$ cat config.mk
export PLATFORM = sky130hd
export DESIGN_NAME = mem_arbiter
export DESIGN_NICKNAME = d
export VERILOG_FILES = /design/src/rtl/mem_arbiter.sv
export SDC_FILE = /design/constraint.sdc
export NUM_CORES = 1
export LEC_CHECK = 0
export BUFFER_PORTS_ARGS = -buffer_cell sky130_fd_sc_hd__buf_4
export CORE_MARGIN = 2
export CORE_UTILIZATION = 49
export CTS_CLUSTER_SIZE = 14
export DETAILED_ROUTE_END_ITERATION = 6
export GPL_TIMING_DRIVEN = 0
export PLACE_DENSITY = 0.79
export SYNTH_ARGS = -nofsm -noshare
export SYNTH_HDL_FRONTEND = slang
export SYNTH_SLANG_ARGS = --single-unit
$ cat constraint.sdc
create_clock -name clk -period 2.05 [get_ports clk]
set_input_delay 0.3075 -clock clk [delete_from_list [all_inputs] [get_ports clk]]
set_output_delay 0.3075 -clock clk [all_outputs]
set_load 0.005 [all_outputs]
$ cat src/rtl/mem_arbiter.sv
// Shares one RAM bus between instruction fetch and the load/store stage.
// One transaction at a time, wait-state handshake, watchdog abort.
module mem_arbiter #(
   parameter int unsigned TIMEOUT = 255,
   parameter int unsigned TW      = 8
) (
   input  logic        clk,
   input  logic        rst,
   input  logic        if_ce,
   input  logic [31:0] if_addr,
   output logic [31:0] if_rdata,
   output logic        if_stall,
   input  logic        d_en,
   input  logic        d_we,
   input  logic [3:0]  d_sel,
   input  logic [31:0] d_addr,
   input  logic [31:0] d_wdata,
   output logic [31:0] d_rdata,
   output logic        d_stall,
   input  logic        advance,
   output logic        bus_en,
   output logic        bus_we,
   output logic [3:0]  bus_sel,
   output logic [31:0] bus_addr,
   output logic [31:0] bus_wdata,
   input  logic [31:0] bus_rdata,
   input  logic        bus_ack,
   output logic        bus_err,
   input  logic        clr_err
);

   typedef enum logic [1:0] {
      IDLE,
      BUSY_D,
      BUSY_I
   } state_e;

   localparam bit          WD_EN  = (TIMEOUT != 0);
   localparam logic [TW-1:0] WD_LAST = TW'(TIMEOUT - 1);

   state_e        state_q, state_d;
   logic          i_done_q, i_done_d;
   logic          d_done_q, d_done_d;
   logic          we_q, we_d;
   logic [3:0]    sel_q, sel_d;
   logic [31:0]   addr_q, addr_d;
   logic [31:0]   wdata_q, wdata_d;
   logic [31:0]   if_rdata_q, if_rdata_d;
   logic [31:0]   d_rdata_q, d_rdata_d;
   logic [TW-1:0] cnt_q, cnt_d;
   logic          err_q, err_d;

   logic          busy;
   logic          d_pend;
   logic          i_pend;
   logic          expire;
   logic          complete;
   logic          grant_d;
   logic          grant_i;
   logic [31:0]   rdata_in;

   always_comb begin
      state_d    = state_q;
      i_done_d   = i_done_q;
      d_done_d   = d_done_q;
      we_d       = we_q;
      sel_d      = sel_q;
      addr_d     = addr_q;
      wdata_d    = wdata_q;
      if_rdata_d = if_rdata_q;
      d_rdata_d  = d_rdata_q;
      cnt_d      = cnt_q;
      err_d      = err_q;
      grant_d    = 1'b0;
      grant_i    = 1'b0;

      busy     = (state_q != IDLE);
      d_pend   = d_en & ~d_done_q;
      i_pend   = if_ce & ~i_done_q;
      expire   = busy & ~bus_ack & WD_EN & (cnt_q == WD_LAST);
      complete = busy & (bus_ack | expire);
      // An aborted read returns zero rather than whatever floats on the bus
      rdata_in = bus_ack ? bus_rdata : 32'h0;

      if (advance) begin
         i_done_d = 1'b0;
         d_done_d = 1'b0;
      end

      if (clr_err)
         err_d = 1'b0;
      if (expire)
         err_d = 1'b1;

      if (busy & ~bus_ack)
         cnt_d = cnt_q + 1'b1;

      unique case (state_q)
         IDLE: begin
            if (d_pend)
               grant_d = 1'b1;
            else if (i_pend)
               grant_i = 1'b1;
         end
         BUSY_D: begin
            if (complete) begin
               d_done_d = 1'b1;
               if (!we_q)
                  d_rdata_d = rdata_in;
               if (i_pend)
                  grant_i = 1'b1;
               else
                  state_d = IDLE;
            end
         end
         BUSY_I: begin
            if (complete) begin
               i_done_d   = 1'b1;
               if_rdata_d = rdata_in;
               if (d_pend)
                  grant_d = 1'b1;
               else
                  state_d = IDLE;
            end
         end
         default: state_d = IDLE;
      endcase

      if (grant_d) begin
         state_d = BUSY_D;
         we_d    = d_we;
         sel_d   = d_sel;
         addr_d  = d_addr;
         wdata_d = d_wdata;
         cnt_d   = '0;
      end

      if (grant_i) begin
         state_d = BUSY_I;
         we_d    = 1'b0;
         sel_d   = 4'b1111;
         addr_d  = if_addr;
         wdata_d = 32'h0;
         cnt_d   = '0;
      end
   end

   always_ff @(posedge clk or negedge rst) begin
      if (!rst) begin
         state_q    <= IDLE;
         i_done_q   <= 1'b0;
         d_done_q   <= 1'b0;
         we_q       <= 1'b0;
         sel_q      <= 4'h0;
         addr_q     <= 32'h0;
         wdata_q    <= 32'h0;
         if_rdata_q <= 32'h0;
         d_rdata_q  <= 32'h0;
         cnt_q      <= '0;
         err_q      <= 1'b0;
      end else begin
         state_q    <= state_d;
         i_done_q   <= i_done_d;
         d_done_q   <= d_done_d;
         we_q       <= we_d;
         sel_q      <= sel_d;
         addr_q     <= addr_d;
         wdata_q    <= wdata_d;
         if_rdata_q <= if_rdata_d;
         d_rdata_q  <= d_rdata_d;
         cnt_q      <= cnt_d;
         err_q      <= err_d;
      end
   end

   // Bus side comes only from flops; requester inputs never reach it directly
   assign bus_en    = busy;
   assign bus_we    = busy & we_q;
   assign bus_sel   = busy ? sel_q : 4'h0;
   assign bus_addr  = busy ? addr_q : 32'h0;
   assign bus_wdata = busy ? wdata_q : 32'h0;
   assign bus_err   = err_q;

   assign if_rdata  = if_rdata_q;
   assign d_rdata   = d_rdata_q;
   assign if_stall  = rst & if_ce & ~i_done_q;
   assign d_stall   = rst & d_en & ~d_done_q;

endmodule

==> run metrics <==
Die ar.=0.01537 sq mm; Max-Cap Viols=0; Sequential Power Share=31.8%; Worst setup SP type=register; Pins Over Slew Limit=0; synthesis warning total=0; Syn Area/Cell=10.51 sq um; synthesized flop and latch total=146; CTS H-Tree Depth=4; sequential share of the synthesized area=51.81%; Period minus WS final=1.976 ns; share of post-route cells with drive strength above 1=44.57%; WP buf/inv=5; Fin. Hold Viols=76; crit path DAT=1.67 ns; failing checks=hold timing; PD cells=1429 mW/mm^2; most frequent CP cell=buf_6; Reg clk slew, reported paths=0.06 ns; port bufs=276; Layout area overhead=46.56%; CTS Root Cell=clkbuf_16; Remaining DRCs=0; Core ar.=0.01399 sq mm; Initial DRC Count=332; setup slack after layout=0.07373 ns; RSZ-0062 raised after global routing=yes; Pre-antenna DRT Iters=5; Crit path max-delay family=buffers and inverters; critical setup path kind=register to output port; Yosys cell types=41; worst min path class=primary input to asynchronous set/reset pin; diodes inserted=0; Crit Path Max Fanout=8; Net Count, Synth=813; critical path capture point type=output port; VDD IR-drop max=0.0007997 V; total power=0.01477 W; Crit-path slowest cell=dfrtp_1; Starting Density=50.41%; vias in the first global route=6,076; HPWL after detailed placement=14.99 mm; Util after Layout=73.88%; global-route wire length before repair=31.46 mm; Leak=5.106 nW; Int Pwr=0.009817 W; detailed-route wire length=20.69 mm; gr ovfl total=0; nets@finish=1,116; CTS sink count=146; Largest stage delay, worst path=0.37 ns; post-route ant nets=0; Clock power frac=20.3%; Total GRT Usage=26.81%; vias per inst=5.423; NetSw=0.004949 W; Tcrit/Tclk final=96.40%; Vias=6,318; mapped cell area=0.007052 sq mm; Reg2Reg Setup Slack=0.09 ns; FMAX=506.0 MHz; largest net degree at the start of global routing=78; Final Skew=0.008250 ns; final setup violation count=0; TritonCTS buffer count=17; initial antenna violation count=0; Mapped Cells=671; I/O pin count=277; die height=124.0 um; worst skew pair latency=0.42 ns; Slew HR=58.75%; Switching Fraction=33.52%; combinational share of power=47.9%; CTS tree=yes; CP Cell Sequence=buf_6, nor2_4, inv_2, buf_8, buf_12, and2_1, buf_6; Crit path required time=1.74 ns; Placement Setup Slack=-0.2646 ns; hold slack=-0.08590 ns; routed len/inst=17.76 um; Least-Margin Pin Slew=0.6188 ns; status=complete, but fails checks; clk buf depth=2; Die W=124.0 um; Placer Congestion=0.8376; Rows=43
## power by group through the flow
stage	clock, W	combinational, W	sequential (W)
after floorplan	0	0.00340	0.00462
after global placement	0	0.00622	0.00463
after detailed placement	0	0.00631	0.00469
after CTS	0.00302	0.00654	0.00467
after global routing	0.00319	0.00772	0.00482
final	0.00300	0.00707	0.00470
## path summary, 6_finish.rpt
path | from | end | cells past startpoint
max | state_q[0] | bus_sel[2] | 7
min | rst | d_rdata[10] | 1
max reg2reg | cnt_q[0] | wdata_q[2] | 7
min reg2reg | if_rdata[31] | if_rdata[31] | 1
max in group asynchronous | rst | state_q[1] | 2
min in group clk | clr_err | bus_err | 2
## cells in the mapped netlist
master,instances,share of area [%]
xor2_1,1,0.12
or3_1,1,0.089
nand2_1,40,2.1
o21ai_4,1,0.23
o31a_1,4,0.50
o311ai_0,2,0.25
ha_1,2,0.35
and3_1,35,3.1
nand3b_1,4,0.43
dfrtp_1,146,52
or2_1,1,0.089
xnor2_1,6,0.75
nor3_4,2,0.46
mux2i_1,32,4.5
buf_2,10,0.71
nand4bb_2,1,0.23
o311ai_1,12,1.5
o311ai_2,18,4.2
buf_8,3,0.64
nor4b_1,1,0.12
nor4_1,1,0.089
clkbuf_1,43,2.3
a31o_2,33,4.1
o32ai_1,1,0.12
buf_4,5,0.53
and2_1,38,3.4
nand2b_1,2,0.18
o21bai_1,1,0.11
o21ai_0,35,2.5
nor3_1,9,0.64
a2111oi_1,1,0.14
nand3_1,34,2.4
o21ba_2,1,0.14
a32o_1,32,4.5
nand4_4,1,0.30
o22ai_1,1,0.089
o2bb2ai_2,1,0.21
nor2_1,37,2.0
inv_1,71,3.8
nor2b_1,1,0.089
o21a_4,1,0.21
## final cells by class
cell class / instances / area [sq um]
clock buffers: 24 / 481.7
clock inverters: 6 / 80.08
well taps: 180 / 225.2
inverters: 71 / 266.5
plain buffers: 59 / 372.9
multi-input cells: 393 / 2939
fillers: 1025 / 3654
flip-flops and latches: 146 / 3656
repair buffers: 286 / 2313
## layout by cell type (no fill, tap or decap), types with 16 or more instances in the layout
cell type	instances
and2_1	16
a32o_1	32
dfrtp_1	144
nand2_1	40
nand3_1	33
buf_6	22
clkbuf_1	24
inv_1	70
o311ai_2	18
nor2_1	35
mux2i_1	32
a31o_2	33
o21ai_0	34
and3_1	35
and2_4	22
clkbuf_16	19
buf_4	265
## through the flow
stage | cells | area, sq um | TNS [ns]
after floorplan | 671 | 7052 | 0
after global placement | 1127 | 9349 | -24.27
after detailed placement | 1128 | 9380 | -26.96
after CTS | 1163 | 10070 | -1.606
after global routing | 1165 | 10330 | -0.01133
final | 1165 | 10330 | 0
## routing by layer
metal	up-vias	part of all wire [%]	global-route usage (%)
met4	0	2.1	8.567
met2	251	49	44.68
li1	2971	-	-
met3	33	8.2	7.692
met1	3063	40	33.88
met5	-	0	0
## sequential cells by signal, indices dropped and copies added, names as in the netlist
name	count
wdata_q	32
d_rdata	32
bus_err	1
i_done_q	1
d_done_q	1
state_q	2
sel_q	4
we_q	1
if_rdata	32
addr_q	32
cnt_q	8
## what timing repair did
item,CTS,global route
setup buffers,6,1
gates resized for setup,23,87
cloned,0,2
setup endpoints to repair,202,133
endpoints found under the hold margin,76,76
pin swaps,4,12
## logic make-up (layout without fill, tap and decap cells)
family / Yosys count / after routing / share of synthesized area (%)
mux: 32 / 32 / 4.542
simple gates: 208 / 208 / 15.70
buf+inv: 132 / 446 / 7.949
flops: 146 / 146 / 51.81
xor+xnor: 7 / 7 / 0.8694
fa+ha+maj: 2 / 2 / 0.3548
compound gates: 144 / 144 / 18.77
(Power assumes the default switching activity.)
